## src/rtl/calc_pkg.sv

```systemverilog
// rtl/calc_pkg.sv - address and lane width helpers for the display control path
package calc_pkg;

  function automatic int addr_bits(input int n);
    return (n <= 2) ? 1 : $clog2(n);
  endfunction

  function automatic int num_row_address_bits(input int pixel_height);
    return addr_bits(pixel_height);
  endfunction

  function automatic int num_column_address_bits(input int pixel_width);
    return addr_bits(pixel_width);
  endfunction

  function automatic int num_pixelcolorselect_bits(input int bytes_per_pixel);
    return addr_bits(bytes_per_pixel);
  endfunction

endpackage

```

## src/rtl/commands_pkg.sv

```systemverilog
// rtl/commands_pkg.sv - command header layouts for the serial control path
package commands_pkg;

  localparam int WRITESPAN_FILL_BIT = 7;

  typedef struct packed {
    logic [7:0]  row;
    logic [15:0] column;
    logic        fill;
    logic [6:0]  span_m1;
  } writespan_cmd_t;

endpackage

```

## src/rtl/params_pkg.sv

```systemverilog
// rtl/params_pkg.sv - panel geometry shared by the display control path
package params_pkg;

  localparam int BYTES_PER_PIXEL = 2;
  localparam int PIXEL_HEIGHT    = 32;
  localparam int PIXEL_WIDTH     = 64;

endpackage

```

## src/rtl/span_addr_gen.sv

```systemverilog
// rtl/span_addr_gen.sv - lane/column/span walker shared by the normal and fill write paths
module span_addr_gen #(
  parameter int BPP   = 2,
  parameter int WIDTH = 64,
  parameter int CB    = 6,
  parameter int PB    = 1
) (
  input  logic          clk,
  input  logic          reset,
  input  logic          i_load,
  input  logic [CB-1:0] i_col_start,
  input  logic [7:0]    i_span,
  input  logic          i_step,
  output logic [PB-1:0] o_lane,
  output logic [CB-1:0] o_col,
  output logic          o_last
);

  localparam logic [PB-1:0] LANE_TOP = PB'(BPP - 1);
  localparam logic [CB-1:0] COL_LAST = CB'(WIDTH - 1);

  logic [PB-1:0] r_lane;
  logic [CB-1:0] r_col;
  logic [7:0]    r_span_cnt;

  // Lanes count down inside a pixel; the column only advances after lane 0.
  always_ff @(posedge clk or negedge reset) begin
    if (!reset) begin
      r_lane     <= '0;
      r_col      <= '0;
      r_span_cnt <= '0;
    end else if (i_load) begin
      r_lane     <= LANE_TOP;
      r_col      <= i_col_start;
      r_span_cnt <= '0;
    end else if (i_step) begin
      if (r_lane == '0) begin
        r_lane     <= LANE_TOP;
        r_col      <= (r_col == COL_LAST) ? '0 : r_col + 1'b1;
        r_span_cnt <= r_span_cnt + 8'd1;
      end else begin
        r_lane <= r_lane - 1'b1;
      end
    end
  end

  assign o_lane = r_lane;
  assign o_col  = r_col;
  assign o_last = (r_lane == '0) && (r_span_cnt == i_span - 8'd1);

endmodule

```

## src/rtl/control_cmd_writespan.sv

```systemverilog
// rtl/control_cmd_writespan.sv - multi-pixel write-span command engine with autonomous fill bursts
module control_cmd_writespan
  import commands_pkg::*;
#(
  parameter int  BYTES_PER_PIXEL = params_pkg::BYTES_PER_PIXEL,
  parameter int  PIXEL_HEIGHT    = params_pkg::PIXEL_HEIGHT,
  parameter int  PIXEL_WIDTH     = params_pkg::PIXEL_WIDTH,
  parameter int  MAX_SPAN        = 128,
  localparam int RB = calc_pkg::num_row_address_bits(PIXEL_HEIGHT),
  localparam int CB = calc_pkg::num_column_address_bits(PIXEL_WIDTH),
  localparam int PB = calc_pkg::num_pixelcolorselect_bits(BYTES_PER_PIXEL)
) (
  input  logic          clk,
  input  logic          reset,
  input  logic          enable,
  input  logic [7:0]    data_in,
  output logic [RB-1:0] row,
  output logic [CB-1:0] column,
  output logic [PB-1:0] pixel,
  output logic [7:0]    data_out,
  output logic          ram_write_enable,
  output logic          ram_access_start,
  output logic          busy,
  output logic          dropped,
  output logic          done
);

  localparam int             COL_BYTES    = (CB + 7) / 8;
  localparam int             CW           = COL_BYTES * 8;
  localparam logic [1:0]     COL_IDX_LAST = 2'(COL_BYTES - 1);
  localparam logic [15:0]    BUF_LAST     = 16'(BYTES_PER_PIXEL - 1);
  localparam logic [PB-1:0]  LANE_TOP     = PB'(BYTES_PER_PIXEL - 1);
  localparam logic [7:0]     SPAN_LIMIT   = 8'(MAX_SPAN);

  typedef enum logic [2:0] {S_ROW, S_COL, S_LEN, S_PAYLOAD, S_FILL, S_DONE} state_t;

  state_t        r_state, w_next_state;
  logic [RB-1:0] r_row;
  logic [CB-1:0] r_column;
  logic [PB-1:0] r_pixel;
  logic [7:0]    r_data_out;
  logic          r_we, r_ras, r_busy, r_dropped, r_done, r_fill;
  logic [CW-1:0] r_col_acc;
  logic [1:0]    r_col_idx;
  logic [7:0]    r_span;
  logic [15:0]   r_byte_cnt;
  logic [7:0]    r_buf [BYTES_PER_PIXEL];

  logic          w_accept, w_drop, w_write, w_gen_load, w_gen_step, w_gen_last;
  logic          w_cap_row, w_cap_col, w_cap_len, w_cap_buf, w_busy_set;
  logic [7:0]    w_write_data, w_fill_data, w_span_raw, w_span;
  logic [PB-1:0] w_gen_lane, w_buf_idx;
  logic [CB-1:0] w_gen_col, w_col_clean;
  logic [CW-1:0] w_col_full;

  assign w_drop   = enable && r_busy;
  assign w_accept = enable && !r_busy;

  // The range check uses the full assembled value so out-of-range starts map to column 0.
  assign w_col_full  = r_col_acc | (CW'(data_in) << (8 * r_col_idx));
  assign w_col_clean = (32'(w_col_full) >= 32'(PIXEL_WIDTH)) ? '0 : w_col_full[CB-1:0];

  assign w_span_raw = {1'b0, data_in[6:0]} + 8'd1;
  assign w_span     = (w_span_raw > SPAN_LIMIT) ? SPAN_LIMIT : w_span_raw;

  // Lane BPP-1 holds the first buffered byte; with BPP=1 the byte arriving now is the pixel.
  assign w_buf_idx   = LANE_TOP - w_gen_lane;
  assign w_fill_data = ((r_state == S_PAYLOAD) && (16'(w_buf_idx) == r_byte_cnt)) ?
                       data_in : r_buf[w_buf_idx];

  span_addr_gen #(
    .BPP  (BYTES_PER_PIXEL),
    .WIDTH(PIXEL_WIDTH),
    .CB   (CB),
    .PB   (PB)
  ) u_span_addr_gen (
    .clk        (clk),
    .reset      (reset),
    .i_load     (w_gen_load),
    .i_col_start(r_column),
    .i_span     (r_span),
    .i_step     (w_gen_step),
    .o_lane     (w_gen_lane),
    .o_col      (w_gen_col),
    .o_last     (w_gen_last)
  );

  always_ff @(posedge clk or negedge reset) begin
    if (!reset) r_state <= S_ROW;
    else        r_state <= w_next_state;
  end

  always_comb begin
    w_next_state = r_state;
    w_write      = 1'b0;
    w_write_data = data_in;
    w_gen_load   = 1'b0;
    w_gen_step   = 1'b0;
    w_cap_row    = 1'b0;
    w_cap_col    = 1'b0;
    w_cap_len    = 1'b0;
    w_cap_buf    = 1'b0;
    w_busy_set   = 1'b0;
    case (r_state)
      S_ROW: if (w_accept) begin
        w_cap_row    = 1'b1;
        w_next_state = S_COL;
      end
      S_COL: if (w_accept) begin
        w_cap_col = 1'b1;
        if (r_col_idx == COL_IDX_LAST) w_next_state = S_LEN;
      end
      S_LEN: if (w_accept) begin
        w_cap_len    = 1'b1;
        w_gen_load   = 1'b1;
        w_next_state = S_PAYLOAD;
      end
      S_PAYLOAD: if (w_accept) begin
        if (!r_fill) begin
          w_write    = 1'b1;
          w_gen_step = 1'b1;
          if (w_gen_last) w_next_state = S_DONE;
        end else begin
          w_cap_buf = 1'b1;
          if (r_byte_cnt == BUF_LAST) begin
            w_write      = 1'b1;
            w_write_data = w_fill_data;
            w_gen_step   = 1'b1;
            w_busy_set   = 1'b1;
            w_next_state = w_gen_last ? S_DONE : S_FILL;
          end
        end
      end
      S_FILL: begin
        w_write      = 1'b1;
        w_write_data = w_fill_data;
        w_gen_step   = 1'b1;
        if (w_gen_last) w_next_state = S_DONE;
      end
      S_DONE: begin
        w_next_state = S_ROW;
        if (w_accept) begin
          w_cap_row    = 1'b1;
          w_next_state = S_COL;
        end
      end
      default: w_next_state = S_ROW;
    endcase
  end

  always_ff @(posedge clk or negedge reset) begin
    if (!reset) begin
      r_row      <= '0;
      r_column   <= '0;
      r_pixel    <= '0;
      r_data_out <= '0;
      r_we       <= 1'b0;
      r_ras      <= 1'b0;
      r_busy     <= 1'b0;
      r_dropped  <= 1'b0;
      r_done     <= 1'b0;
      r_fill     <= 1'b0;
      r_col_acc  <= '0;
      r_col_idx  <= '0;
      r_span     <= '0;
      r_byte_cnt <= '0;
      for (int i = 0; i < BYTES_PER_PIXEL; i++) r_buf[i] <= '0;
    end else begin
      r_done    <= (r_state == S_DONE);
      r_dropped <= w_drop;
      if (w_cap_row) begin
        r_row     <= data_in[RB-1:0];
        r_col_acc <= '0;
        r_col_idx <= '0;
      end
      if (w_cap_col) begin
        r_col_acc <= w_col_full;
        if (r_col_idx == COL_IDX_LAST) begin
          r_column  <= w_col_clean;
          r_col_idx <= '0;
        end else begin
          r_col_idx <= r_col_idx + 2'd1;
        end
      end
      if (w_cap_len) begin
        r_fill     <= data_in[WRITESPAN_FILL_BIT];
        r_span     <= w_span;
        r_byte_cnt <= '0;
      end
      if (w_cap_buf) begin
        r_buf[r_byte_cnt[PB-1:0]] <= data_in;
        r_byte_cnt                <= r_byte_cnt + 16'd1;
      end
      if (w_write) begin
        r_data_out <= w_write_data;
        r_pixel    <= w_gen_lane;
        r_column   <= w_gen_col;
        r_ras      <= ~r_ras;
        r_we       <= 1'b1;
      end
      if (w_busy_set) r_busy <= 1'b1;
      if (r_state == S_DONE) begin
        r_we   <= 1'b0;
        r_busy <= 1'b0;
      end
    end
  end

  assign row              = r_row;
  assign column           = r_column;
  assign pixel            = r_pixel;
  assign data_out         = r_data_out;
  assign ram_write_enable = r_we;
  assign ram_access_start = r_ras;
  assign busy             = r_busy;
  assign dropped          = r_dropped;
  assign done             = r_done;

endmodule
```

## config.mk

```make
export PLATFORM = sky130hd
export DESIGN_NAME = control_cmd_writespan
export DESIGN_NICKNAME = d
export VERILOG_FILES = /design/src/rtl/calc_pkg.sv /design/src/rtl/commands_pkg.sv /design/src/rtl/params_pkg.sv /design/src/rtl/span_addr_gen.sv /design/src/rtl/control_cmd_writespan.sv
export SDC_FILE = /design/constraint.sdc
export NUM_CORES = 1
export LEC_CHECK = 0
export ABC_AREA = 0
export BUFFER_PORTS_ARGS = -buffer_cell sky130_fd_sc_hd__buf_4
export CAP_MARGIN = 20
export CORE_MARGIN = 2
export CORE_UTILIZATION = 65
export DETAILED_ROUTE_END_ITERATION = 10
export PLACE_DENSITY = 0.85
export SYNTH_ARGS = -nofsm -noshare
export SYNTH_HDL_FRONTEND = slang
export SYNTH_SLANG_ARGS = --single-unit
```

## constraint.sdc

```tcl
create_clock -name clk -period 3.4 [get_ports clk]
set_input_delay 0.68 -clock clk [delete_from_list [all_inputs] [get_ports clk]]
set_output_delay 0.68 -clock clk [all_outputs]
set_load 0.01 [all_outputs]
```

# [After elaboration in Yosys (flattened, before gate mapping)]
# Index checks and enable logic that the tools add are counted.
[totals] elab_cells=136 n_memories=0 in_bits=11 romBits=0 ramBits=0 regBits=94 latchBits=0 output_inout_bits=25
[classes] bitwise_logic=5 div=0 n_reduce_logical=19 n_eq_ne=16 n_mux=62 add_sub_neg=8 n_mul=0 shifts=1 n_lt_le_gt_ge=5
[op_table] op="8-bit two-way mux" count=14
[op_table] op="6-bit two-way mux" count=8
[op_table] op="16-bit two-way mux" count=2
[op_table] op="3-bit two-way mux" count=8
[op_table] op="1-bit two-way mux" count=22
[op_table] op="3-bit case mux with 6 select lines" count=1
[op_table] op="16-bit by 1-bit adder with 16-bit output, second input constant" count=1
[op_table] op="16-bit bitwise mux" count=1
[op_table] op="1-bit by 16-bit == test with 1-bit output" count=1
[op_table] op="16-bit by 1-bit == test with 1-bit output, second input constant" count=1
[op_table] op="8-bit case mux with 2 select lines" count=1
[op_table] op="2-bit nonzero test" count=7
[op_table] op="2-bit inequality test, second input constant" count=5
[op_table] op="7-bit by 1-bit adder with 8-bit output, second input constant" count=1
[op_table] op="8-bit by 1-bit adder with 8-bit output, second input constant" count=1
[op_table] op="8-bit demux with 1-bit select" count=1
[op_table] op="8-bit == test" count=1
[op_table] op="8-bit by 7-bit >= comparator with 1-bit output, second input constant" count=1
[op_table] op="8-bit > comparator, second input constant" count=1
[op_table] op="8-bit OR" count=1
[op_table] op="8-bit by 5-bit left shift with 8-bit output" count=1
[op_table] op="8-bit by 1-bit subtractor with 8-bit output, second input constant" count=1
[op_table] op="6-bit by 1-bit adder with 6-bit output, second input constant" count=1
[op_table] op="3-bit by 2-bit == test with 1-bit output, second input constant" count=2
[op_table] op="other kinds (21)" count=32

# [Longest topological paths before layout]
[depth] depth_word=10 ltp_mapped=9 depth_no_buf=8

# [Cells and area by module]
# A second synthesis with hierarchy kept.
[unflattened] cells_unflattened=523 area_unflattened_um2=4986.0
[by_module_without_submodules] module="control_cmd_writespan" seq_area_each_um2=1976.9 area_per_inst_um2=3977.6 instances=1 cells_each=406
[by_module_without_submodules] module="span_addr_gen" seq_area_each_um2=375.4 area_per_inst_um2=1008.5 instances=1 cells_each=117

# [Worst setup path before layout]
# OpenSTA, ideal clock, no wires.
[synth_path] kind="input-to-reg" from="input enable" to="register r_buf[13] (netlist bit)" stages=6 t_required_ns=3.275 n_path_buf=2 t_arrival_ns=1.918 setup_time_ns=0.125 setup_slack_ns=1.357 path_cell_list="nand2b_1 clkbuf_2 or3_1 buf_2 nor2_4 mux2_2"
[synth_between] elab_chain_cells=3
[synth_rtl] item="start, declared" line_no="control_cmd_writespan.sv:15" text="input logic enable,"
[synth_rtl] item="1-bit logical AND" line_no="control_cmd_writespan.sv:57" text="assign w_accept = enable && !r_busy;"
[synth_rtl] item="1-bit two-way mux" line_no="control_cmd_writespan.sv:118" text="S_PAYLOAD: if (w_accept) begin"
[synth_rtl] item="1-bit two-way mux" line_no="control_cmd_writespan.sv:104" text="case (r_state)"
[synth_rtl] item="end signal, assigned by index" line_no="control_cmd_writespan.sv:191" text="r_buf[r_byte_cnt[PB-1:0]] <= data_in;"
[synth_rtl] item="end, declared" line_no="control_cmd_writespan.sv:47" text="logic [7:0] r_buf [BYTES_PER_PIXEL];"
# No other way between the ends.
# A chain may end at the register's enable or synchronous reset.

# [Worst setup path after layout]
[layout_path] from="register r_byte_cnt[0]" to="register r_data_out[0] (netlist: data_out[0])"
[layout_between] elab_chain_cells=7 word_cells_on_any_way=12 classes_between="2 x eq/ne; 9 x mux; 1 x reduce/logical"
[layout_rtl] item="start, declared" line_no="control_cmd_writespan.sv:46" text="logic [15:0] r_byte_cnt;"
[layout_rtl] item="start signal, assigned" line_no="control_cmd_writespan.sv:192" text="r_byte_cnt <= r_byte_cnt + 16'd1;"
[layout_rtl] item="1-bit by 16-bit == test with 1-bit output" line_no="control_cmd_writespan.sv:68" text="assign w_fill_data = ((r_state == S_PAYLOAD) && (16'(w_buf_idx) == r_byte_cnt)) ?"
[layout_rtl] item="1-bit logical AND" line_no="control_cmd_writespan.sv:68"
[layout_rtl] item="8-bit two-way mux" line_no="control_cmd_writespan.sv:68"
[layout_rtl] item="8-bit two-way mux" line_no="control_cmd_writespan.sv:125" text="if (r_byte_cnt == BUF_LAST) begin"
[layout_rtl] item="8-bit two-way mux" line_no="control_cmd_writespan.sv:119" text="if (!r_fill) begin"
[layout_rtl] item="8-bit two-way mux" line_no="control_cmd_writespan.sv:118"
[layout_rtl] item="8-bit case mux with 2 select lines" line_no="control_cmd_writespan.sv:104"
[layout_rtl] item="end signal, assigned" line_no="control_cmd_writespan.sv:195" text="r_data_out <= w_write_data;"
[layout_rtl] item="end, declared" line_no="control_cmd_writespan.sv:41" text="logic [7:0] r_data_out;"
# Parallel ways exist; a longest one is shown, timed or not.

==> results_dict.tcl <==
set metrics [dict create \
    final_common_cell "dfrtp_1" \
    track_usage_pct 27.99 \
    start_kind "register" \
    cts_max_path_buffers 2 \
    row_count 32 \
    max-slew-margin-rel_pct 49.70 \
    r2r-end "data_out[0]" \
    max_cap_violations 0 \
    grt_pass1_vias 3741 \
    yosysSeqAreaShare_pct 46.92 \
    synth_enable_flop_cells 0 \
    post_route_cells_drive_above_1_share_pct 21.63 \
    hold_path_class "in -> async" \
    status "finished clean" \
    core_area_um2 7607 \
    yosys-top-cells-area "dfrtp_1 47%, nand2_1 5.4%, mux2_2 5.4%" \
    r2r-start "r_byte_cnt[0]" \
    antenna_found_initial 0 \
    max_freq_mhz 440.6 \
    async_reset_ff_share_pct 100.0 \
    synth.area.mux_share_pct 8.785 \
    drt_pass1_iterations 5 \
    fin_skew_ps 13.01 \
    layout_common_cells "94 x dfrtp_1, 72 x nand2_1, 39 x buf_4" \
    final.setup.tns_ps 0 \
    crit_end "data_out[0]" \
    syn_area_um2 5014 \
    synth_compound_area_share_pct 14.70 \
    cts_sinks 94 \
    place.gp.congestion 0.9200 \
    ant_nets 0 \
    h-tree-depth 3 \
    drv_slew 0 \
    p_per_area_nw_per_um2 787.4 \
    setup_viol 0 \
    crit_start "r_byte_cnt[0]" \
    syn_to_final_growth_pct 9.858 \
    clock-root-buffer "clkbuf_8" \
    syn-num-nets 511 \
    synth_top_area_share_pct 46.92 \
    overflow 0 \
    ios 36 \
    period_minus_slack_ps 2270 \
    p_clk_share_pct 16.4 \
    drc_errors 0 \
    die_w_um 91.83 \
    viasPerCell 6.129 \
    critPathMaxFanout 16 \
    num_antenna_cells 0 \
    finalPower_mw 4.337 \
    clock_latency_ps 360 \
    synthSimpleGateAreaFrac_pct 20.26 \
    p_comb_share_pct 38.3 \
    yosysTopAreaCell "dfrtp_1" \
    cts_tree "done" \
    die_h_um 91.83 \
    leakage_nw 2.521 \
    netlist-cell-type-count 70 \
    arrival_ps 2510 \
    initial_core_util_pct 65.90 \
    synth_xor_area_share_pct 3.843 \
    synth_top_family_by_area "simple AND/OR/NAND/NOR gates" \
    finalCritPeriodShare_pct 66.75 \
    synth_warnings 0 \
    ir_drop_mv 0.4716 \
    worstMarginPinSlew_ps 754.5 \
    ys_ff_latch 94 \
    ctsResizeCount 0 \
    drt_iter0_markers 353 \
    seqPwrFrac_pct 45.2 \
    hold_violations 0 \
    path_class "reg -> reg" \
    placement.io_buffers 35 \
    required_ps 3650 \
    synth_fa_ha_area_share_pct 1.997 \
    final_nets 541 \
    vias 3855 \
    p_sw_share_pct 39.95 \
    r2r_cells 8 \
    syn_inst 492 \
    rsz0062_at_grt "no" \
    ys.flop_type "dfrtp_1" \
    ctsHoldBuffers 0 \
    ff2ff_setup_slack_ps 1130 \
    clk_pin_slew_ps 100 \
    place_hpwl_mm 7.646 \
    avgRoutedWirePerCell_um 17.70 \
    wirelength_mm 11.13 \
    avgSynthCellArea_um2 10.19 \
    dieArea_um2 8432 \
    p_int_mw 2.604 \
    grt_max_degree 60 \
    cp-end-kind "register" \
    net-switching-power_mw 1.733 \
    cts_buffers 9 \
    cts_setup_buffers 0 \
    grt_pass1_wl_mm 18.60 \
]
[cell families after synthesis]
logic type / after synthesis
compound gates: 109
mux: 41
buf+inv: 32
xor+xnor: 22
fa+ha+maj: 8
flops: 94
simple gates: 186
[state kept, by name (all words and copies together), names as in the netlist, 5 cells and up]
signal and count:
r_buf 16, r_byte_cnt 16, data_out 8, r_col_acc 8, r_span 8, u_span_addr_gen.r_span_cnt 8, column 6, u_span_addr_gen.o_col 6
row 5
[cell type report]
type                       count  area, um^2
clock buffer                   9       123.9
clock inverter                 7       63.81
fill                         531        2100
inverter                      11       41.29
multi-input combinational    366        2486
sequential                    94        2352
tap                          102       127.6
timing repair buffer          40       312.8
[through the flow]
step                cells  instance area [um^2]  hold WS, ps  worst slack, ps  util [%]
finish                629                  5508        382.5             1130     72.40
global route          629                  5508        436.8            934.4     72.40
CTS                   629                  5508        407.8             1124     72.40
detailed placement    613                  5320        464.3             1028     69.93
global placement      613                  5320        461.0             1104     69.93
floorplan             492                  5014        384.4             1357         -
[per-layer routing]
metal	GRT usage, %	vias up	part of all wire [%]
li1	-	1818	-
met4	7.463	0	1.6
met2	46.32	113	50
met5	0	-	0
met1	39.02	1905	44
met3	4.273	19	4.3
[synthesized netlist by cell type, types with 5 or more instances]
cell type,number
xor2_1,12
nand2_1,72
buf_6,5
nor2_1,33
xnor2_1,10
nand2b_1,6
clkbuf_1,11
mux2_2,24
a21oi_1,16
inv_1,11
nor3_1,13
ha_1,8
a31oi_1,6
mux2i_1,17
o211ai_1,6
nand3_1,17
o221a_2,5
and2_1,8
o21ai_1,11
dfrtp_1,94
o21ai_0,34
[power groups by stage]
stage / Sequential (mW) / Combinational (mW) / Clock, mW
after detailed placement: 1.96 / 1.64 / 0
after global placement: 1.93 / 1.56 / 0
after floorplan: 1.85 / 1.23 / 0
final: 1.96 / 1.66 / 0.712
after CTS: 1.95 / 1.67 / 0.719
after global routing: 2.01 / 1.84 / 0.775
[worst max-delay path, cell delays in order (launching register included)]
cell and delay [ps]:
dfrtp_1 540, ha_1 200, nor3b_1 290, nand4_2 230, a21boi_4 350, nor2_4 150
buf_4 250, nand2_1 80, o21ai_1 70
[worst min path at each step]
| stage | end | slack (ps) | cells past startpoint |
|---|---|---|---|
| floorplan | busy | 380 | 0 |
| global route | r_byte_cnt[8] | 440 | 1 |
| finish | r_byte_cnt[5] | 380 | 1 |
| detailed placement | row[4] | 460 | 2 |
| CTS | r_byte_cnt[5] | 410 | 1 |
| global placement | row[3] | 460 | 2 |
Note: power is estimated with default switching activity, not from simulation.
